==> config.mk <==
export PLATFORM = sky130hd
export DESIGN_NAME = egress_rr_drain
export DESIGN_NICKNAME = d
export VERILOG_FILES = /design/src/rtl/egress_rr_drain.sv
export SDC_FILE = /design/constraint.sdc
export NUM_CORES = 1
export LEC_CHECK = 0
export CAP_MARGIN = 20
export CORE_MARGIN = 10
export CORE_UTILIZATION = 55
export DETAILED_ROUTE_END_ITERATION = 10
export DONT_BUFFER_PORTS = 1
export PLACE_DENSITY = 0.77
export SYNTH_ARGS = -nofsm -noshare
export SYNTH_HDL_FRONTEND = slang
export SYNTH_SLANG_ARGS = --single-unit
==> constraint.sdc <==
create_clock -name clk -period 4.6 [get_ports clk]
set_input_delay 0.69 -clock clk [delete_from_list [all_inputs] [get_ports clk]]
set_output_delay 0.69 -clock clk [all_outputs]
set_load 0.02 [all_outputs]
==> src/rtl/egress_rr_drain.sv <==
// Round-robin drain of four output FIFOs into a single egress stream.
// Reads through a 2-entry skid buffer so the sink can stall without losing words.
module egress_rr_drain #(
  parameter int TAMANO_DATOS = 12
) (
  input  logic                    clk,
  input  logic                    reset,
  input  logic [3:0]              empty,
  input  logic [TAMANO_DATOS-1:0] data_in0,
  input  logic [TAMANO_DATOS-1:0] data_in1,
  input  logic [TAMANO_DATOS-1:0] data_in2,
  input  logic [TAMANO_DATOS-1:0] data_in3,
  output logic [3:0]              pop,
  output logic [TAMANO_DATOS-1:0] data_out,
  output logic                    valid_out,
  input  logic                    ready_in,
  output logic                    idle,
  output logic [19:0]             cnt
);

  typedef enum logic [0:0] {
    IDLE   = 1'b0,
    ACTIVE = 1'b1
  } state_t;

  state_t                  state_r;
  state_t                  state_s;
  logic [TAMANO_DATOS-1:0] buf_r [2];
  logic [1:0]              occ_r;
  logic                    inflight_r;
  logic [1:0]              inflight_port_r;
  logic [1:0]              last_r;
  logic [4:0]              cnt_r [4];

  logic                    deliver_s;
  logic                    capture_s;
  logic [2:0]              load_s;
  logic                    space_s;
  logic                    grant_s;
  logic [1:0]              grant_port_s;
  logic [1:0]              cand_s;
  logic [1:0]              wr_idx_s;
  logic [3:0]              pop_s;
  logic [TAMANO_DATOS-1:0] cap_data_s;

  assign valid_out = (occ_r != 2'd0);
  assign data_out  = buf_r[0];
  assign idle      = (state_r == IDLE);
  assign cnt       = {cnt_r[3], cnt_r[2], cnt_r[1], cnt_r[0]};
  assign pop       = pop_s;

  assign deliver_s = valid_out & ready_in;
  assign capture_s = inflight_r;
  assign wr_idx_s  = occ_r - {1'b0, deliver_s};
  // Words that will sit in the buffer after this cycle if nothing new is popped.
  assign load_s    = {1'b0, occ_r} + {2'b00, inflight_r} - {2'b00, deliver_s};
  assign space_s   = (load_s < 3'd2);

  // Round-robin search starting one past the last granted port.
  always_comb begin
    grant_s      = 1'b0;
    grant_port_s = 2'd0;
    cand_s       = 2'd0;
    for (int k = 1; k <= 4; k++) begin
      cand_s = last_r + 2'(k);
      if (!grant_s && !empty[cand_s]) begin
        grant_s      = 1'b1;
        grant_port_s = cand_s;
      end else begin
        grant_s      = grant_s;
      end
    end
  end

  // Pop issue: only in ACTIVE, with a winner and room for the returning word.
  always_comb begin
    pop_s = 4'b0000;
    if ((state_r == ACTIVE) && grant_s && space_s && !reset) begin
      pop_s[grant_port_s] = 1'b1;
    end else begin
      pop_s = 4'b0000;
    end
  end

  // Select the FIFO data bus of the port read last cycle.
  always_comb begin
    cap_data_s = data_in0;
    case (inflight_port_r)
      2'd0:    cap_data_s = data_in0;
      2'd1:    cap_data_s = data_in1;
      2'd2:    cap_data_s = data_in2;
      2'd3:    cap_data_s = data_in3;
      default: cap_data_s = data_in0;
    endcase
  end

  // FSM next-state logic.
  always_comb begin
    state_s = state_r;
    case (state_r)
      IDLE: begin
        if (empty != 4'b1111) state_s = ACTIVE;
        else                  state_s = IDLE;
      end
      ACTIVE: begin
        if ((empty == 4'b1111) && (occ_r == 2'd0) && !inflight_r && !valid_out) state_s = IDLE;
        else                                                                     state_s = ACTIVE;
      end
      default: state_s = IDLE;
    endcase
  end

  // State, skid buffer, in-flight tracking and per-port counters.
  always_ff @(posedge clk) begin
    if (reset) begin
      state_r         <= IDLE;
      buf_r[0]        <= '0;
      buf_r[1]        <= '0;
      occ_r           <= 2'd0;
      inflight_r      <= 1'b0;
      inflight_port_r <= 2'd0;
      last_r          <= 2'd3;
      for (int n = 0; n < 4; n++) cnt_r[n] <= 5'd0;
    end else begin
      state_r    <= state_s;
      inflight_r <= (pop_s != 4'b0000);
      if (pop_s != 4'b0000) begin
        inflight_port_r <= grant_port_s;
        last_r          <= grant_port_s;
      end
      // Shift first; a same-cycle capture into slot 0 then overrides the shift.
      if (deliver_s) buf_r[0] <= buf_r[1];
      if (capture_s) begin
        buf_r[wr_idx_s[0]]       <= cap_data_s;
        cnt_r[inflight_port_r]   <= cnt_r[inflight_port_r] + 5'd1;
      end
      occ_r <= occ_r - {1'b0, deliver_s} + {1'b0, capture_s};
    end
  end

endmodule

==> results of run 1 <==
==> cell usage in the layout (no fill, tap or decap), types with 5 or more instances in the layout <==
| cell type | n |
|---|---|
| edfxtp_1 | 44 |
| nor2_1 | 23 |
| mux4_2 | 16 |
| and3_1 | 13 |
| a22o_1 | 12 |
| dfxtp_1 | 10 |
| nand2_1 | 9 |
| inv_1 | 7 |
| nand2b_1 | 6 |
| nor3_1 | 6 |
| clkbuf_8 | 5 |
==> flip-flops by register name, summed over array words and instances (netlist names), named ones only <==
name             flops
buf_r               24
capture_s            1
cnt_r               20
inflight_port_r      2
last_r               2
occ_r                2
state_r              1
==> cells by family (layout without fill, tap and decap cells) <==
family	count (synthesis)	count (layout)	synth area share, %
flops	54	54	55.7
other cells	0	2	0
buf+inv	18	17	2.89
mux	18	18	14.6
xor+xnor	7	7	2.79
fa+ha+maj	4	4	2.11
compound gates	22	22	6.23
simple gates	78	78	15.7
==> final cells by class <==
class / count / area [µm²]
Antenna cell: 2 / 5.00
Inverter: 7 / 26.3
Fill cell: 385 / 1840
Tap cell: 67 / 83.8
Clock buffer: 5 / 68.8
Timing Repair Buffer: 2 / 15.0
Sequential cell: 54 / 1520
Multi-Input combinational cell: 129 / 1130
Clock inverter: 3 / 63.8
==> layer usage <==
| layer | GRT usage (%) | vias to the layer above | routed length [µm] |
|---|---|---|---|
| li1 | - | 767 | - |
| met1 | 16.8 | 839 | 2400 |
| met2 | 25.6 | 71 | 3190 |
| met3 | 9.06 | 13 | 735 |
| met4 | 5.70 | 0 | 145 |
| met5 | 0 | - | 0 |
==> synthesized netlist by cell type, types with 3 or more instances <==
cell type  number
ha_1            3
inv_1           7
mux4_2         16
and3_1         13
clkbuf_1        7
buf_2           3
nand2_1         9
xnor2_1         3
a22o_1         12
nand2b_1        6
dfxtp_1        10
edfxtp_1       44
a21oi_1         4
nor3_1          6
nor3b_1         4
nor2_1         23
==> how the worst max path moves through the flow <==
stage | to | depth (start not counted)
floorplan | pop[1] | 8
global placement | pop[1] | 8
detailed placement | pop[1] | 8
CTS | pop[1] | 8
global route | pop[1] | 8
finish | pop[1] | 8
==> critical path, delay by kind of cell (launching register included) <==
kind | cells | cell delay [ps]
and+or+nand+nor | 6 | 1600
adders and majority gates | 1 | 410
DFF | 1 | 370
xor gates and xnor gates | 1 | 180
==> power breakdown <==
| group | switching, mW | total, mW | leakage (nW) | internal, mW |
|---|---|---|---|---|
| combinational | 0.244 | 0.467 | 0.487 | 0.223 |
| sequential | 0.173 | 0.810 | 0.540 | 0.637 |
| clock | 0.154 | 0.370 | 0.0658 | 0.215 |
| total | 0.571 | 1.65 | 1.09 | 1.07 |
==> flow_summary.ini, run 1 <==
[logic_synthesis]
synthCells = 201
synth_area_per_cell_um2 = 13.6
yosysUniqueCellTypes = 39
synth.cell_area_mm2 = 0.00273
yosys_warnings = 0
synth-main-ff-cell = edfxtp_1
synth-edff-count = 44
yosysTopAreaCell = edfxtp_1
yosysSeqAreaShare_pct = 55.7
async_flop_share_pct = 0
yosys.area.top_type_share_pct = 48.4
ys_ff_latch = 54
syn_nets = 260
netlist_top_cells_area = edfxtp_1, mux4_2, dfxtp_1

[run]
maxCapViolations = 0

[global_route]
antenna_found_initial = 2
overflow = 0
grt_pass1_wl_um = 10100
grt_start_max_net_pins = 21
grt_usage_pct = 15.8
grt_pass1_vias = 1785

[layout]
final_cell_area_mm2 = 0.00292
final_util_pct = 61.3
syn_to_final_growth_pct = 6.73
drive_gt1_share_pct = 17.0
nNetsFinal = 258
stdcell_count = 269

[sta]
fin_tns_setup_ps = 0
setup_violations = 0
hold_viol_final = 0
max_freq_mhz = 280
drv_slew = 0
post-route-min-period_ps = 3570
worst_slack_ps = 1030
rsz0062_at_grt = false
hold_ws_ps = 428
fin_crit_sh_pct = 77.7
finClkSkew_ps = 8.81
slew_headroom_pct = 32.1
worst_slew_pin_slew_ps = 1020

[detailed_routing]
drc = 0
drt_pass1_iterations = 4
drt-total-wl_um = 6470
vias = 1690
avgViaCountPerCell = 6.28
ant_nets = 0
wl_per_cell_um = 24.0
drt_iter0_markers = 100

[place]
placed_area_mm2 = 0.00278
place_ws_ps = 1350
hpwl_um = 5110
numPortBuffers = 0
globalplace.congestion = 0.791
placedCellCount = 259

[clocking]
postCtsHoldBufs = 0
cts_setup_buffers = 0
cts_tree = done
cts_max_level = 2
clk_path_buf_depth = 2
cts_buffers = 5
insertion_delay_ps = 310
root_buffer = clkbuf_8
clkTransAtPathRegs_ps = 100
cts.sinks = 54
cts_resized = 0

[floorplan]
core_area_mm2 = 0.00475
io_pins = 93
start_util_pct = 57.4
die_area_mm2 = 0.00818
die_y_um = 90.5
fp.dieW_um = 90.5
core.rowCount = 25

[worst_setup_path]
critPathLaunch = occ_r[1]
worstSetupPathType = reg -> out
path_cells = or2_2 -> nand2_1 -> nor2_1 -> fa_1 -> xnor2_1 -> and4_1 -> nand2b_1 -> nor3b_1
rr_endpoint = buf_r[0][3]
critPathMaxStageDelay_ps = 590
startpoint_type = flop
r2r_slack_ps = 1870
path_max_fanout = 4
endpoint_kind = output port
slowest_stage = nor3b_1
timing.rr.start = occ_r[1]
cp.required_ps = 3910
reg2regPathDepth = 8
cp_data_arrival_time_ps = 2880

[power]
vdd_drop_max_uv = 318
p_leak_nw = 1.09
p_total_mw = 1.65
power.density_mw_per_mm2 = 565

[worst_hold_path]
min_path_cells = 1
worstHoldStart = reset
worstHoldEndpoint = state_r
hp-class = in -> reg

[status]
status = finished, final reports clean
(Power assumes the default switching activity.)
==> run 2, diff against run 1 <==
--- a/config.mk
+++ b/config.mk
@@ -10,7 +10,7 @@
 export CORE_UTILIZATION = 55
 export DETAILED_ROUTE_END_ITERATION = 10
 export DONT_BUFFER_PORTS = 1
-export PLACE_DENSITY = 0.77
+export PLACE_DENSITY = 0.8
 export SYNTH_ARGS = -nofsm -noshare
 export SYNTH_HDL_FRONTEND = slang
 export SYNTH_SLANG_ARGS = --single-unit
==> constraint.sdc (replaced) <==
create_clock -name clk -period 2.9 [get_ports clk]
set_input_delay 0.435 -clock clk [delete_from_list [all_inputs] [get_ports clk]]
set_output_delay 0.435 -clock clk [all_outputs]
set_load 0.02 [all_outputs]
==> flow_summary.ini, run 2 (synthesis results as in run 1) <==
[layout]
final_util_pct = 63.0
fillCellCount = 391
nNetsFinal = 264
layout_common_cells = edfxtp_1, nor2_1, mux4_2
syn_to_final_growth_pct = 9.71
stdcell_count = 273
top_regs = buf_r x24, cnt_r x20
largest_register_ffs = 24
drive_gt1_share_pct = 25.2
diodes = 0
final_common_cell = edfxtp_1
regMostFlops = buf_r

[clocking]
cts_buffers = 5
cts_max_level = 2
clk_path_buf_depth = 2
cts_tree = done
insertion_delay_ps = 300
cts.sinks = 54
postCtsHoldBufs = 0
root_buffer = clkbuf_8
clkTransAtPathRegs_ps = 90

[worst_setup_path]
reg2regPathDepth = 7
critPathMaxStageDelay_ps = 550
cp_num_buf_inv = 1
endpoint_kind = output port
cp_common_cell = and4_4
cp.required_ps = 2470
startpoint_type = flop
cp_data_arrival_time_ps = 2330
slowest_stage = fa_2
path_cells = or2_4 -> nand2_2 -> nor2_1 -> fa_2 -> and4_4 -> nand2b_4 -> inv_2 -> and4_4
path_max_fanout = 4
timing.rr.start = occ_r[1]
crit_family = simple AND/OR/NAND/NOR gates
rr_endpoint = buf_r[0][2]
worstSetupPathType = reg -> out
r2r_slack_ps = 530

[power]
clkPwrFrac_pct = 21.2
seqPwrFrac_pct = 45.9
swShare_pct = 34.7
power_frac_comb_pct = 32.9
vdd_drop_max_uv = 419
p_total_mw = 2.73
p_leak_nw = 1.14
p_int_mw = 1.78
power.density_mw_per_mm2 = 911
p_switching_mw = 0.946

[run]
maxCapViolations = 0

[sta]
hold_viol_final = 0
post-route-min-period_ps = 2770
finClkSkew_ps = 7.11
hold_ws_ps = 184
drv_slew = 0
max_freq_mhz = 361
worst_slew_pin_slew_ps = 779
fin_crit_sh_pct = 95.4
setup_violations = 0
slew_headroom_pct = 48.0

[detailed_routing]
drt_iter0_markers = 98
vias = 1731
wl_met2_um = 3330
route.met3.wl_um = 643
drt-total-wl_um = 6520
ant_nets = 0
wl_met1_um = 2410
drt_pass1_iterations = 4
drc = 0
avgViaCountPerCell = 6.34
wl_per_cell_um = 23.9
maxUsedRoutingLayer = met4

[worst_hold_path]
worstHoldStart = reset
worstHoldEndpoint = inflight_port_r[1]
hp-class = in -> reg
min_path_cells = 1

[place]
hpwl_um = 5120
placedCellCount = 263
numPortBuffers = 0
globalplace.congestion = 0.788

[floorplan]
fp.dieW_um = 90.5
start_util_pct = 57.4
die_y_um = 90.5
io_pins = 93
die_area_mm2 = 0.00818
core_area_mm2 = 0.00475
core.rowCount = 25

[global_route]
overflow = 0
grt_usage_pct = 15.8
grt_pass1_wl_um = 10200
grt_start_max_net_pins = 21
grt_pass1_vias = 1846
antenna_found_initial = 0

[status]
status = finished, final reports clean
## run 2: how the worst max path moves through the flow
stage	from	end	slack, ps	cells past startpoint
floorplan	occ_r[1]	pop[1]	130	8
global placement	occ_r[1]	pop[2]	190	9
detailed placement	occ_r[1]	pop[2]	90	9
CTS	occ_r[1]	pop[2]	10	9
global route	occ_r[1]	pop[1]	-2	9
finish	occ_r[1]	pop[2]	130	8
## run 2: what timing repair did
item                                   CTS  global route
setup endpoints to repair                4             4
endpoints found under the hold margin    0             0
gates resized for setup                  8             6
pin swaps                                2             2
buffers inserted                         0             2
## run 2: worst reg2reg max path: cells and delay by family (launching register included)
kind                       cells  cell delay (ps)
adders and majority gates      1              270
DFF                            1              370
and+or+nand+nor                4             1060
buffers and inverters          2              330
## run 2: per-stage QoR
step                      TNS [ps]  area (µm²)  worst slack [ps]
after floorplan                  0        2730               126
after global placement           0        2810               193
after detailed placement         0        2810              89.0
after CTS                        0        2950              10.5
after global routing         -1.52        3000             -1.52
final                            0        3000               133
## run 2: final cells by class
class	count	area, µm²	share of cell area, %
tap	67	83.8	2.80
sequential	54	1520	50.9
clock inverter	3	63.8	2.13
multi-input combinational	129	1170	39.0
clock buffer	5	68.8	2.30
timing repair buffer	8	60.1	2.00
inverter	7	26.3	0.877
## run 2: power by group through the flow
stage	combinational, mW	clock [mW]	sequential [mW]
after global routing	1.00	0.618	1.28
final	0.899	0.578	1.25
after CTS	0.829	0.583	1.25
after detailed placement	0.804	0	1.27
after global placement	0.769	0	1.26
after floorplan	0.706	0	1.18
## run 2: layer usage
layer	global-route usage (%)	vias up
met5	0	-
li1	-	775
met3	7.32	12
met4	5.70	0
met1	16.5	860
met2	27.3	84
==> run 3, diff against run 2 <==
--- a/config.mk
+++ b/config.mk
@@ -8,9 +8,10 @@
 export CAP_MARGIN = 20
 export CORE_MARGIN = 10
 export CORE_UTILIZATION = 55
+export CTS_BUF_LIST = sky130_fd_sc_hd__clkbuf_8
 export DETAILED_ROUTE_END_ITERATION = 10
 export DONT_BUFFER_PORTS = 1
-export PLACE_DENSITY = 0.8
+export PLACE_DENSITY = 0.77
 export SYNTH_ARGS = -nofsm -noshare
 export SYNTH_HDL_FRONTEND = slang
 export SYNTH_SLANG_ARGS = --single-unit
==> constraint.sdc (replaced) <==
create_clock -name clk -period 3.5 [get_ports clk]
set_input_delay 0.525 -clock clk [delete_from_list [all_inputs] [get_ports clk]]
set_output_delay 0.525 -clock clk [all_outputs]
set_load 0.02 [all_outputs]
==> flow_summary.ini, run 3 (synthesis results as in run 1) <==
[clocking]
root_buffer = clkbuf_8
cts_resized = 0
postCtsHoldBufs = 0
cts.sinks = 54
cts_max_level = 2
clk_path_buf_depth = 2
cts_setup_buffers = 0
cts_buffers = 5
clkTransAtPathRegs_ps = 90
insertion_delay_ps = 310
cts_tree = done

[detailed_routing]
avgViaCountPerCell = 6.40
drt-total-wl_um = 6540
wl_per_cell_um = 24.0
drc = 0
vias = 1742
drt_iter0_markers = 108
ant_nets = 0
drt_pass1_iterations = 4

[sta]
finClkSkew_ps = 6.69
worst_slew_pin_slew_ps = 895
max_freq_mhz = 309
hold_viol_final = 0
setup_violations = 0
slew_headroom_pct = 40.2
drv_slew = 0
fin_crit_sh_pct = 92.6
hold_ws_ps = 272
fin_tns_setup_ps = 0
post-route-min-period_ps = 3240
rsz0062_at_grt = false

[worst_setup_path]
r2r_slack_ps = 790
cp_data_arrival_time_ps = 2720
worstSetupPathType = reg -> out
reg2regPathDepth = 8
critPathCapture = pop[2]
path_max_fanout = 4
endpoint_kind = output port
timing.rr.start = occ_r[1]
critPathLaunch = occ_r[1]
cp.required_ps = 2970
startpoint_type = flop
rr_endpoint = buf_r[0][8]

[place]
globalplace.congestion = 0.794
hpwl_um = 5200
numPortBuffers = 0

[layout]
largest_register_ffs = 24
drive_gt1_share_pct = 18.2
final_common_cell = edfxtp_1
fillCellCount = 400
regMostFlops = buf_r
layout_common_cells = edfxtp_1, nor2_1, mux4_2
multiInputGateArea_mm2 = 0.00113
top_regs = buf_r x24, cnt_r x20
regArea_mm2 = 0.00152
syn_to_final_growth_pct = 6.55
nNetsFinal = 261

[global_route]
antenna_found_initial = 2
grt_start_max_net_pins = 21
grt_pass1_wl_um = 10200
grt_pass1_vias = 1805
grt_usage_pct = 16.0
overflow = 0

[status]
status = finished, final reports clean

[floorplan]
core.rowCount = 25
start_util_pct = 57.4
core_area_mm2 = 0.00475
die_y_um = 90.5
fp.dieW_um = 90.5
io_pins = 93
die_area_mm2 = 0.00818

[power]
power.density_mw_per_mm2 = 706
vdd_drop_max_uv = 434
p_leak_nw = 1.09

[worst_hold_path]
hp-class = in -> reg

[run]
maxCapViolations = 0
run 3: changes by cell type in the layout (fill, tap and decap cells not counted), moves of 2 or more:
cell / before / now
and4_1: 0 / 2
diode_2: 0 / 2
dfxtp_1: 8 / 10
bufinv_16: 2 / 0
buf_4: 8 / 4
dfxtp_2: 2 / 0
and4_4: 2 / 0
run 3: how the worst min path moves through the flow:
stage                 start                 end  cells after the start
floorplan           state_r             state_r                      2
global placement    state_r             state_r                      2
detailed placement  state_r             state_r                      2
CTS                   reset             state_r                      1
global route          reset  inflight_port_r[1]                      1
finish                reset            occ_r[1]                      1
run 3: worst max-delay path, cell delays in order, from the launching register on:
cell,delay (ps)
dfxtp_1,370
or2_2,400
nand2_1,140
nor2_1,70
fa_1,430
xnor2_1,190
and4_1,290
nand2b_1,110
inv_1,90
and4_1,330
run 3: report_power, final:
part           switching, mW  internal [mW]
clock                  0.194          0.137
sequential             0.201          0.837
combinational          0.360          0.324
run 3: per-layer routing:
layer | wire, µm | part of all wire [%] | vias to the layer above | global-route usage, %
li1 | - | - | 772 | -
met1 | 2320 | 36 | 865 | 17.1
met2 | 3210 | 49 | 92 | 26.0
met3 | 870 | 13 | 13 | 8.89
met4 | 132 | 2.0 | 0 | 5.57
met5 | 0 | 0 | - | 0
run 3: layout make-up:
cell class / instances / area share, %
Timing Repair Buffer: 5 / 1.98
Clock buffer: 5 / 2.36
Antenna cell: 2 / 0.172
Clock inverter: 3 / 0.559
Tap cell: 67 / 2.88
Inverter: 7 / 0.903
Sequential cell: 54 / 52.3
Multi-Input combinational cell: 129 / 38.9
run 3: stage by stage:
stage | cell area, µm² | total power, mW | instances | utilization (%) | setup slack (ps)
5_1_grt | 2910 | 2.18 | 271 | 61.2 | 53.5
4_1_cts | 2880 | 2.03 | 269 | 60.5 | 246
2_1_floorplan | 2730 | 1.57 | 201 | - | 636
6_report | 2910 | 2.05 | 272 | 61.2 | 259
3_3_place_gp | 2790 | 1.67 | 261 | 58.7 | 704
3_5_place_dp | 2790 | 1.71 | 261 | 58.7 | 605
